## src/rtl/adc_cap_pkg.sv

```systemverilog
// rtl/adc_cap_pkg.sv - shared states, default constants and helpers for the ADC capture block
package adc_cap_pkg;

  // Capture sequencer states
  typedef enum logic [2:0] {
    IDLE  = 3'd0,
    SETUP = 3'd1,
    SHIFT = 3'd2,
    HOLD  = 3'd3,
    QUIET = 3'd4
  } state_t;

  localparam int DEF_HALF_TICKS  = 2;
  localparam int DEF_NUM_BITS    = 16;
  localparam int DEF_DATA_BITS   = 12;
  localparam int DEF_QUIET_TICKS = 8;
  localparam int CLK_FREQ        = 40_000_000;

  // Larger of two integers, used to size the shared tick counter
  function automatic int max_int(input int a, input int b);
    return (a > b) ? a : b;
  endfunction

endpackage

```

## src/rtl/adc_trig_edge.sv

```systemverilog
// rtl/adc_trig_edge.sv - falling-edge detector on the active-low startCapture strobe
module adc_trig_edge
  import adc_cap_pkg::*;
(
  input  logic clk,
  input  logic reset,
  input  logic i_start_n,
  output logic o_trig
);

  logic r_prev;

  // Previous strobe level; resets to 0 so a strobe held low through reset never fires
  always_ff @(posedge clk or negedge reset) begin
    if (!reset) begin
      r_prev <= 1'b0;
    end else begin
      r_prev <= i_start_n;
    end
  end

  assign o_trig = r_prev & ~i_start_n;

endmodule

```

## src/rtl/adc_spi_capture.sv

```systemverilog
// rtl/adc_spi_capture.sv - trigger-driven serial ADC frame reader with parallel sample output
module adc_spi_capture
  import adc_cap_pkg::*;
#(
  parameter int HALF_TICKS  = DEF_HALF_TICKS,
  parameter int NUM_BITS    = DEF_NUM_BITS,
  parameter int DATA_BITS   = DEF_DATA_BITS,
  parameter int QUIET_TICKS = DEF_QUIET_TICKS
) (
  input  logic                 clk,
  input  logic                 reset,
  input  logic                 startCapture,
  input  logic                 adc_sdata,
  output logic                 adc_cs_n,
  output logic                 adc_sclk,
  output logic [DATA_BITS-1:0] sample,
  output logic                 sample_valid,
  output logic                 busy,
  output logic                 overrun
);

  localparam int TICK_W = $clog2(max_int(HALF_TICKS, QUIET_TICKS) + 1);
  localparam int BIT_W  = (NUM_BITS > 1) ? $clog2(NUM_BITS) : 1;

  localparam logic [TICK_W-1:0] HALF_RELOAD  = TICK_W'(HALF_TICKS - 1);
  localparam logic [TICK_W-1:0] QUIET_RELOAD = TICK_W'(QUIET_TICKS - 1);
  localparam logic [BIT_W-1:0]  BIT_LAST     = BIT_W'(NUM_BITS - 1);

  state_t                r_state;
  logic [TICK_W-1:0]     r_tick;
  logic [BIT_W-1:0]      r_bitcnt;
  // Only the kept LSBs are stored; the leading frame bits fall off the top
  logic [DATA_BITS-1:0]  r_shreg;
  logic                  r_cs_n;
  logic                  r_sclk;
  logic [DATA_BITS-1:0]  r_sample;
  logic                  r_valid;
  logic                  r_busy;
  logic                  r_overrun;

  state_t                w_state_nxt;
  logic [TICK_W-1:0]     w_tick_nxt;
  logic [BIT_W-1:0]      w_bitcnt_nxt;
  logic [DATA_BITS-1:0]  w_shreg_nxt;
  logic                  w_cs_n_nxt;
  logic                  w_sclk_nxt;
  logic [DATA_BITS-1:0]  w_sample_nxt;
  logic                  w_valid_nxt;
  logic                  w_busy_nxt;
  logic                  w_overrun_nxt;
  logic                  w_trig;

  adc_trig_edge u_trig_edge (
    .clk       (clk),
    .reset     (reset),
    .i_start_n (startCapture),
    .o_trig    (w_trig)
  );

  // State, counters and all outputs registered; reset parks the ADC bus idle at once
  always_ff @(posedge clk or negedge reset) begin
    if (!reset) begin
      r_state   <= IDLE;
      r_tick    <= '0;
      r_bitcnt  <= '0;
      r_shreg   <= '0;
      r_cs_n    <= 1'b1;
      r_sclk    <= 1'b1;
      r_sample  <= '0;
      r_valid   <= 1'b0;
      r_busy    <= 1'b0;
      r_overrun <= 1'b0;
    end else begin
      r_state   <= w_state_nxt;
      r_tick    <= w_tick_nxt;
      r_bitcnt  <= w_bitcnt_nxt;
      r_shreg   <= w_shreg_nxt;
      r_cs_n    <= w_cs_n_nxt;
      r_sclk    <= w_sclk_nxt;
      r_sample  <= w_sample_nxt;
      r_valid   <= w_valid_nxt;
      r_busy    <= w_busy_nxt;
      r_overrun <= w_overrun_nxt;
    end
  end

  // Next-state logic: frame sequencing, SCLK toggling, shifting and pulse outputs
  always_comb begin
    w_state_nxt   = r_state;
    w_tick_nxt    = r_tick;
    w_bitcnt_nxt  = r_bitcnt;
    w_shreg_nxt   = r_shreg;
    w_cs_n_nxt    = r_cs_n;
    w_sclk_nxt    = r_sclk;
    w_sample_nxt  = r_sample;
    w_valid_nxt   = 1'b0;
    w_busy_nxt    = r_busy;
    w_overrun_nxt = w_trig && (r_state != IDLE);

    case (r_state)
      IDLE: begin
        if (w_trig) begin
          w_cs_n_nxt   = 1'b0;
          w_busy_nxt   = 1'b1;
          w_tick_nxt   = HALF_RELOAD;
          w_bitcnt_nxt = BIT_LAST;
          w_state_nxt  = SETUP;
        end
      end
      SETUP: begin
        if (r_tick == '0) begin
          w_sclk_nxt  = 1'b0;
          w_tick_nxt  = HALF_RELOAD;
          w_state_nxt = SHIFT;
        end else begin
          w_tick_nxt = r_tick - TICK_W'(1);
        end
      end
      SHIFT: begin
        if (r_tick == '0) begin
          w_tick_nxt = HALF_RELOAD;
          if (!r_sclk) begin
            w_sclk_nxt  = 1'b1;
            w_shreg_nxt = {r_shreg[DATA_BITS-2:0], adc_sdata};
            if (r_bitcnt == '0) begin
              w_state_nxt = HOLD;
            end else begin
              w_bitcnt_nxt = r_bitcnt - BIT_W'(1);
            end
          end else begin
            w_sclk_nxt = 1'b0;
          end
        end else begin
          w_tick_nxt = r_tick - TICK_W'(1);
        end
      end
      HOLD: begin
        if (r_tick == '0) begin
          w_cs_n_nxt   = 1'b1;
          w_sample_nxt = r_shreg;
          w_valid_nxt  = 1'b1;
          w_tick_nxt   = QUIET_RELOAD;
          w_state_nxt  = QUIET;
        end else begin
          w_tick_nxt = r_tick - TICK_W'(1);
        end
      end
      QUIET: begin
        if (r_tick == '0) begin
          w_busy_nxt  = 1'b0;
          w_state_nxt = IDLE;
        end else begin
          w_tick_nxt = r_tick - TICK_W'(1);
        end
      end
      default: begin
        w_state_nxt = IDLE;
      end
    endcase
  end

  assign adc_cs_n     = r_cs_n;
  assign adc_sclk     = r_sclk;
  assign sample       = r_sample;
  assign sample_valid = r_valid;
  assign busy         = r_busy;
  assign overrun      = r_overrun;

endmodule

```

## config.mk

```make
export PLATFORM = sky130hd
export DESIGN_NAME = adc_spi_capture
export DESIGN_NICKNAME = d
export VERILOG_FILES = /design/src/rtl/adc_cap_pkg.sv /design/src/rtl/adc_trig_edge.sv /design/src/rtl/adc_spi_capture.sv
export SDC_FILE = /design/constraint.sdc
export NUM_CORES = 1
export LEC_CHECK = 0
export BUFFER_PORTS_ARGS = -buffer_cell sky130_fd_sc_hd__buf_2
export CAP_MARGIN = 20
export CORE_AREA = 2 2 59 61
export DETAILED_ROUTE_END_ITERATION = 8
export DIE_AREA = 0 0 61 63
export PLACE_DENSITY = 0.81
export SYNTH_ARGS = -nofsm -noshare
export SYNTH_HDL_FRONTEND = slang
export SYNTH_SLANG_ARGS = --single-unit
```

## constraint.sdc

```tcl
create_clock -name clk -period 3.65 [get_ports clk]
set_input_delay 0.73 -clock clk [delete_from_list [all_inputs] [get_ports clk]]
set_output_delay 0.73 -clock clk [all_outputs]
set_load 0.01 [all_outputs]
```

==> results of run 1 <==
[cell usage in the layout (no fill, tap or decap), types with 2 or more instances in the layout]
master,instances
nor3b_1,2
and2_1,3
o211ai_1,2
mux2_4,10
dfstp_2,2
a21oi_1,9
mux2_2,14
or3_1,3
buf_2,20
nor2_1,9
ha_1,3
o21ai_0,6
and3_1,2
nor3_1,5
a31oi_1,3
clkbuf_4,5
dfrtp_1,39
nand2_1,6
nand2b_1,3
o22a_1,2
inv_1,9
[worst paths after layout]
kind,startpoint,to,slack [ns],depth (start not counted)
setup reg to reg,r_tick[0],sample[1],1.09,6
min in group clk,startCapture,u_trig_edge.r_prev,0.51,1
hold reg to reg,sample[10],sample[10],0.51,1
setup / recovery,r_tick[0],sample[1],1.09,6
max in group asynchronous,reset,r_shreg[0],2.61,1
hold / removal,reset,r_shreg[11],0.49,1
[sequential cells by signal, summed over array words and instances, names as in the netlist, 3 cells and up]
name and flops:
r_shreg 12, sample 12, r_bitcnt 4, r_tick 4
r_state 3
[through the flow]
| stage | total power [uW] | worst slack, ns | instance area [um2] | hold slack (ns) | utilization, % |
|---|---|---|---|---|---|
| after floorplan | 1040 | 1.68 | 1890 | 0.434 | - |
| after global placement | 1140 | 1.23 | 2010 | 0.485 | 62.1 |
| after detailed placement | 1170 | 1.11 | 2010 | 0.488 | 62.1 |
| after CTS | 1480 | 1.09 | 2090 | 0.497 | 64.7 |
| after global routing | 1570 | 0.964 | 2090 | 0.476 | 64.7 |
| final | 1470 | 1.09 | 2090 | 0.495 | 64.7 |
[cell type report]
| class | instances | share of cell area, % |
|---|---|---|
| Clock buffer | 7 | 2.63 |
| Tap cell | 46 | 2.75 |
| Clock inverter | 1 | 1.44 |
| Timing Repair Buffer | 20 | 4.79 |
| Inverter | 9 | 1.62 |
| Sequential cell | 41 | 49.2 |
| Multi-Input combinational cell | 98 | 37.6 |
[routing by layer]
layer | part of all wire (%) | vias to the layer above
met5 | 0 | -
met4 | 1.7 | 0
met3 | 3.7 | 7
met2 | 49 | 24
met1 | 46 | 621
li1 | - | 595
[cells by family (layout without fill, tap and decap cells)]
logic type      after synthesis  in the layout  share of synthesized area (%)
mux                          25             25                           16.8
flops                        41             41                           54.4
buf+inv                      16             37                           4.10
simple gates                 37             37                           10.8
xor+xnor                      1              1                          0.463
compound gates               32             32                           11.4
fa+ha+maj                     3              3                           1.98
[power groups by stage]
stage	Combinational [uW]	Clock (uW)	Sequential, uW
6_report	493	303	676
5_1_grt	551	335	688
4_1_cts	494	314	673
3_5_place_dp	493	0	681
3_3_place_gp	465	0	672
2_1_floorplan	398	0	644
==> impl_metrics.tcl, run 1 <==
set metrics [dict create \
    outcome "finished clean" \
    ys.flop_type "dfrtp_1" \
    ctsResizeCount 0 \
    critPathKind "reg -> reg" \
    synth_edf_count 0 \
    rsz0062_at_grt "false" \
    power.internal_uw 947 \
    gr-usage-met1_pct 26.5 \
    tns_ns 0 \
    slowest_stage "or3_1" \
    die_height_um 63 \
    critical_path.max_fanout 14 \
    gp_congestion 0.797 \
    yosysTopAreaCellShare_pct 51.6 \
    start_util_pct 58.5 \
    p_per_area_mw_per_mm2 704 \
    grt.met2_usage_pct 29.8 \
    die_x_um 61 \
    fin_nets 182 \
    drv_slew 0 \
    cts_buffers 5 \
    synth_common_cells "dfrtp_1, mux2_2, mux2_4" \
    syn_area_per_cell_um2 12.2 \
    path_clk_slew_ns 0.11 \
    antenna_found_initial 0 \
    fin_cells 222 \
    clock.fmax_ghz 0.390 \
    antenna_cells 0 \
    coreArea_mm2 0.00323 \
    crit_top_cell "inv_1" \
    drc 0 \
    wire_per_inst_um 15.0 \
    track_usage_pct 19.7 \
    slowest_delay_ns 0.62 \
    grt_pass1_wl_mm 5.61 \
    min_path_type "in -> async" \
    yosysMostFrequentCell "dfrtp_1" \
    setup_violations 0 \
    synth_largest_area_cell "dfrtp_1" \
    place_inst 214 \
    clkPwrFrac_pct 20.6 \
    ant_nets 0 \
    cp.arrival_ns 2.79 \
    drtPass1Iterations 4 \
    yosys_warnings 0 \
    yosysUniqueCellTypes 38 \
    wl_mm 3.32 \
    ios 21 \
    met3_usage_pct 5.80 \
    insertion_delay_ns 0.34 \
    io_buffers 20 \
    multiInputGateArea_um2 786 \
    vias_per_cell 5.62 \
    rows 21 \
    hpwlAfterDp_mm 2.31 \
    fin_worst_skew_ns 0.00836 \
    fill_cells 266 \
    postSynth.asyncResetShare_pct 100 \
    final-hold-violation-count 0 \
    grt_overflow 0 \
    synth_cells 155 \
    drive_above_1_share_pct 31.8 \
    cts_setup_buffers 0 \
    syn_nets 162 \
    switching_share_pct 35.6 \
    path_cells "inv_1, ha_1, or3b_1, or3_1, inv_1, mux2_2" \
    ys_top_cells_by_area "dfrtp_1, mux2_2, mux2_4" \
    grt_pass1_vias 1253 \
    hold_buffers 0 \
    power_frac_comb_pct 33.5 \
    cpLargestDelayFamily "simple AND/OR/NAND/NOR gates" \
    busiest_layer "met2" \
    power_leakage_uw 0.00105 \
    vias 1247 \
    cts_buffer_depth 2 \
    max_slew_margin_pct 41.9 \
    max-vdd-ir-drop_uv 478 \
    cts_tree "yes" \
    drt-initial-drc-count 70 \
    seqCellArea_mm2 0.00103 \
    syn_area_mm2 0.00189 \
    crit_required_ns 3.87 \
    period_share_pct 70.2 \
    yosysSeqAreaShare_pct 54.4 \
    ys_ff_latch 41 \
    die_area_mm2 0.00384 \
    max-cap-violations 0 \
    fin_crit_ns 2.56 \
    end_kind "register" \
    cp-start-kind "register" \
    grt_max_degree 42 \
    area_growth_pct 10.5 \
    worst_pin_slew_ns 0.871 \
    root_buffer "clkbuf_4" \
    clkSinkCount 41 \
    p_seq_share_pct 46.0 \
    htree_levels 2 \
    p_switching_uw 524 \
    path_buf_inv 2 \
]
Note: power is estimated with default switching activity, not from simulation.
==> inputs of run 2 (changes only) <==
--- a/config.mk
+++ b/config.mk
@@ -7,10 +7,10 @@
 export LEC_CHECK = 0
 export BUFFER_PORTS_ARGS = -buffer_cell sky130_fd_sc_hd__buf_2
 export CAP_MARGIN = 20
-export CORE_AREA = 2 2 59 61
+export CORE_AREA = 2 2 61 63
 export DETAILED_ROUTE_END_ITERATION = 8
-export DIE_AREA = 0 0 61 63
-export PLACE_DENSITY = 0.81
+export DIE_AREA = 0 0 63 65
+export PLACE_DENSITY = 0.76
 export SYNTH_ARGS = -nofsm -noshare
 export SYNTH_HDL_FRONTEND = slang
 export SYNTH_SLANG_ARGS = --single-unit
==> constraint.sdc (replaced) <==
create_clock -name clk -period 2.6 [get_ports clk]
set_input_delay 0.52 -clock clk [delete_from_list [all_inputs] [get_ports clk]]
set_output_delay 0.52 -clock clk [all_outputs]
set_load 0.01 [all_outputs]
==> impl_metrics.tcl, run 2 (synthesis results as in run 1) <==
set metrics [dict create \
    max_slew_margin_pct 40.6 \
    max-vdd-ir-drop_uv 452 \
    fin_nets 183 \
    reg2reg_from "r_tick[0]" \
    wire_per_inst_um 14.3 \
    final-hold-violation-count 0 \
    path_buf_inv 2 \
    timing.rr.end "sample[1]" \
    cts_setup_buffers 0 \
    path_clk_slew_ns 0.12 \
    ctsResizeCount 0 \
    dr.max_layer_used "met4" \
    setup_violations 0 \
    track_usage_pct 17.6 \
    slowest_delay_ns 0.52 \
    io_buffers 20 \
    cts_buffer_depth 2 \
    die_height_um 65 \
    drt-initial-drc-count 178 \
    ios 21 \
    start_util_pct 54.1 \
    max-cap-violations 0 \
    critPathKind "reg -> reg" \
    layout_commonest_cell "dfrtp_1" \
    rrSetupSlack_ns 0.27 \
    cp.arrival_ns 2.58 \
    fin_worst_skew_ns 0.00845 \
    rsz0062_at_grt "false" \
    hpwlAfterDp_mm 2.26 \
    area_growth_pct 11.2 \
    drive_above_1_share_pct 32.8 \
    drc 0 \
    reg2reg_depth 6 \
    multiInputGateArea_um2 786 \
    drtPass1Iterations 6 \
    cp-start-kind "register" \
    route.met3.wl_um 154 \
    worst_pin_slew_ns 0.891 \
    antenna_cells 0 \
    cts_tree "yes" \
    drv_slew 0 \
    cts_buffers 5 \
    hold_buffers 0 \
    p_per_area_mw_per_mm2 982 \
    fill_cells 290 \
    seqCellArea_mm2 0.00103 \
    ant_nets 0 \
    min_path_type "in -> async" \
    vias_per_cell 5.62 \
    wl_mm 3.22 \
    cp-endpoint "sample[1]" \
    tns_ns 0 \
    root_buffer "clkbuf_4" \
    die_x_um 63 \
    die_area_mm2 0.00410 \
    period_share_pct 89.7 \
    cpLargestDelayFamily "simple AND/OR/NAND/NOR gates" \
    final_cell_mix "dfrtp_1, buf_2, mux2_2" \
    slowest_stage "or3b_1" \
    total_power_uw 2070 \
    crit_top_cell "inv_1" \
    grt_pass1_vias 1211 \
    gp_congestion 0.780 \
    grt_pass1_wl_mm 5.60 \
    rows 22 \
    pre_cts_ws_ns 0.293 \
    grt_overflow 0 \
    power_leakage_uw 0.00106 \
    htree_levels 2 \
    cp.depth 6 \
    grt_max_degree 42 \
    clock.fmax_ghz 0.429 \
    fin_ws_ns 0.268 \
    coreArea_mm2 0.00350 \
    vias 1265 \
    clkSinkCount 41 \
    end_kind "register" \
    met1_length_mm 1.46 \
    outcome "finished clean" \
    antenna_found_initial 0 \
    crit_required_ns 2.85 \
    critical_path.max_fanout 12 \
    path_cells "inv_1, ha_1, or3b_1, or3_1, inv_1, mux2_2" \
    crit_start "r_tick[0]" \
    fin_crit_ns 2.33 \
    met2_wirelength_mm 1.56 \
    utilization_pct 60.2 \
    insertion_delay_ns 0.35 \
]
[run 2: layout make-up]
cell class                      count  share of cell area, %
Clock buffer                        6                   2.44
Timing Repair Buffer               21                   5.11
Clock inverter                      2                   1.78
Multi-Input combinational cell     98                   37.3
Tap cell                           48                   2.85
Inverter                            9                   1.61
Sequential cell                    41                   48.9
[run 2: worst min path at each step]
stage,from,endpoint,slack (ns),cells after the start
after global routing,startCapture,u_trig_edge.r_prev,0.26,1
after floorplan,reset,busy,0.22,0
after detailed placement,sample[10],sample[10],0.49,1
after global placement,sample[5],sample[5],0.49,1
final,reset,overrun,0.27,1
after CTS,startCapture,u_trig_edge.r_prev,0.27,1
[run 2: worst reg2reg max path: stages (launching register included)]
cell     delay, ns
dfrtp_1       0.45
inv_1         0.10
ha_1          0.17
or3b_1        0.52
or3_1         0.49
inv_1         0.16
mux2_2        0.35
[run 2: per-layer routing]
| layer | vias up | global-route usage (%) |
|---|---|---|
| met1 | 623 | 22.6 |
| met2 | 36 | 28.7 |
| li1 | 600 | - |
| met3 | 6 | 5.38 |
| met4 | 0 | 5.28 |
| met5 | - | 0 |
[run 2: metrics by stage]
stage | instances | hold WS, ns | cell area [um2]
5_1_grt | 225 | 0.261 | 2100
6_report | 225 | 0.274 | 2100
3_3_place_gp | 217 | 0.488 | 2020
3_5_place_dp | 217 | 0.487 | 2020
2_1_floorplan | 155 | 0.224 | 1890
4_1_cts | 225 | 0.272 | 2100
[run 2: report_power, final]
part	total, uW	internal, uW	switching (uW)
clock network	435	228	206
logic	686	320	367
registers	945	781	164
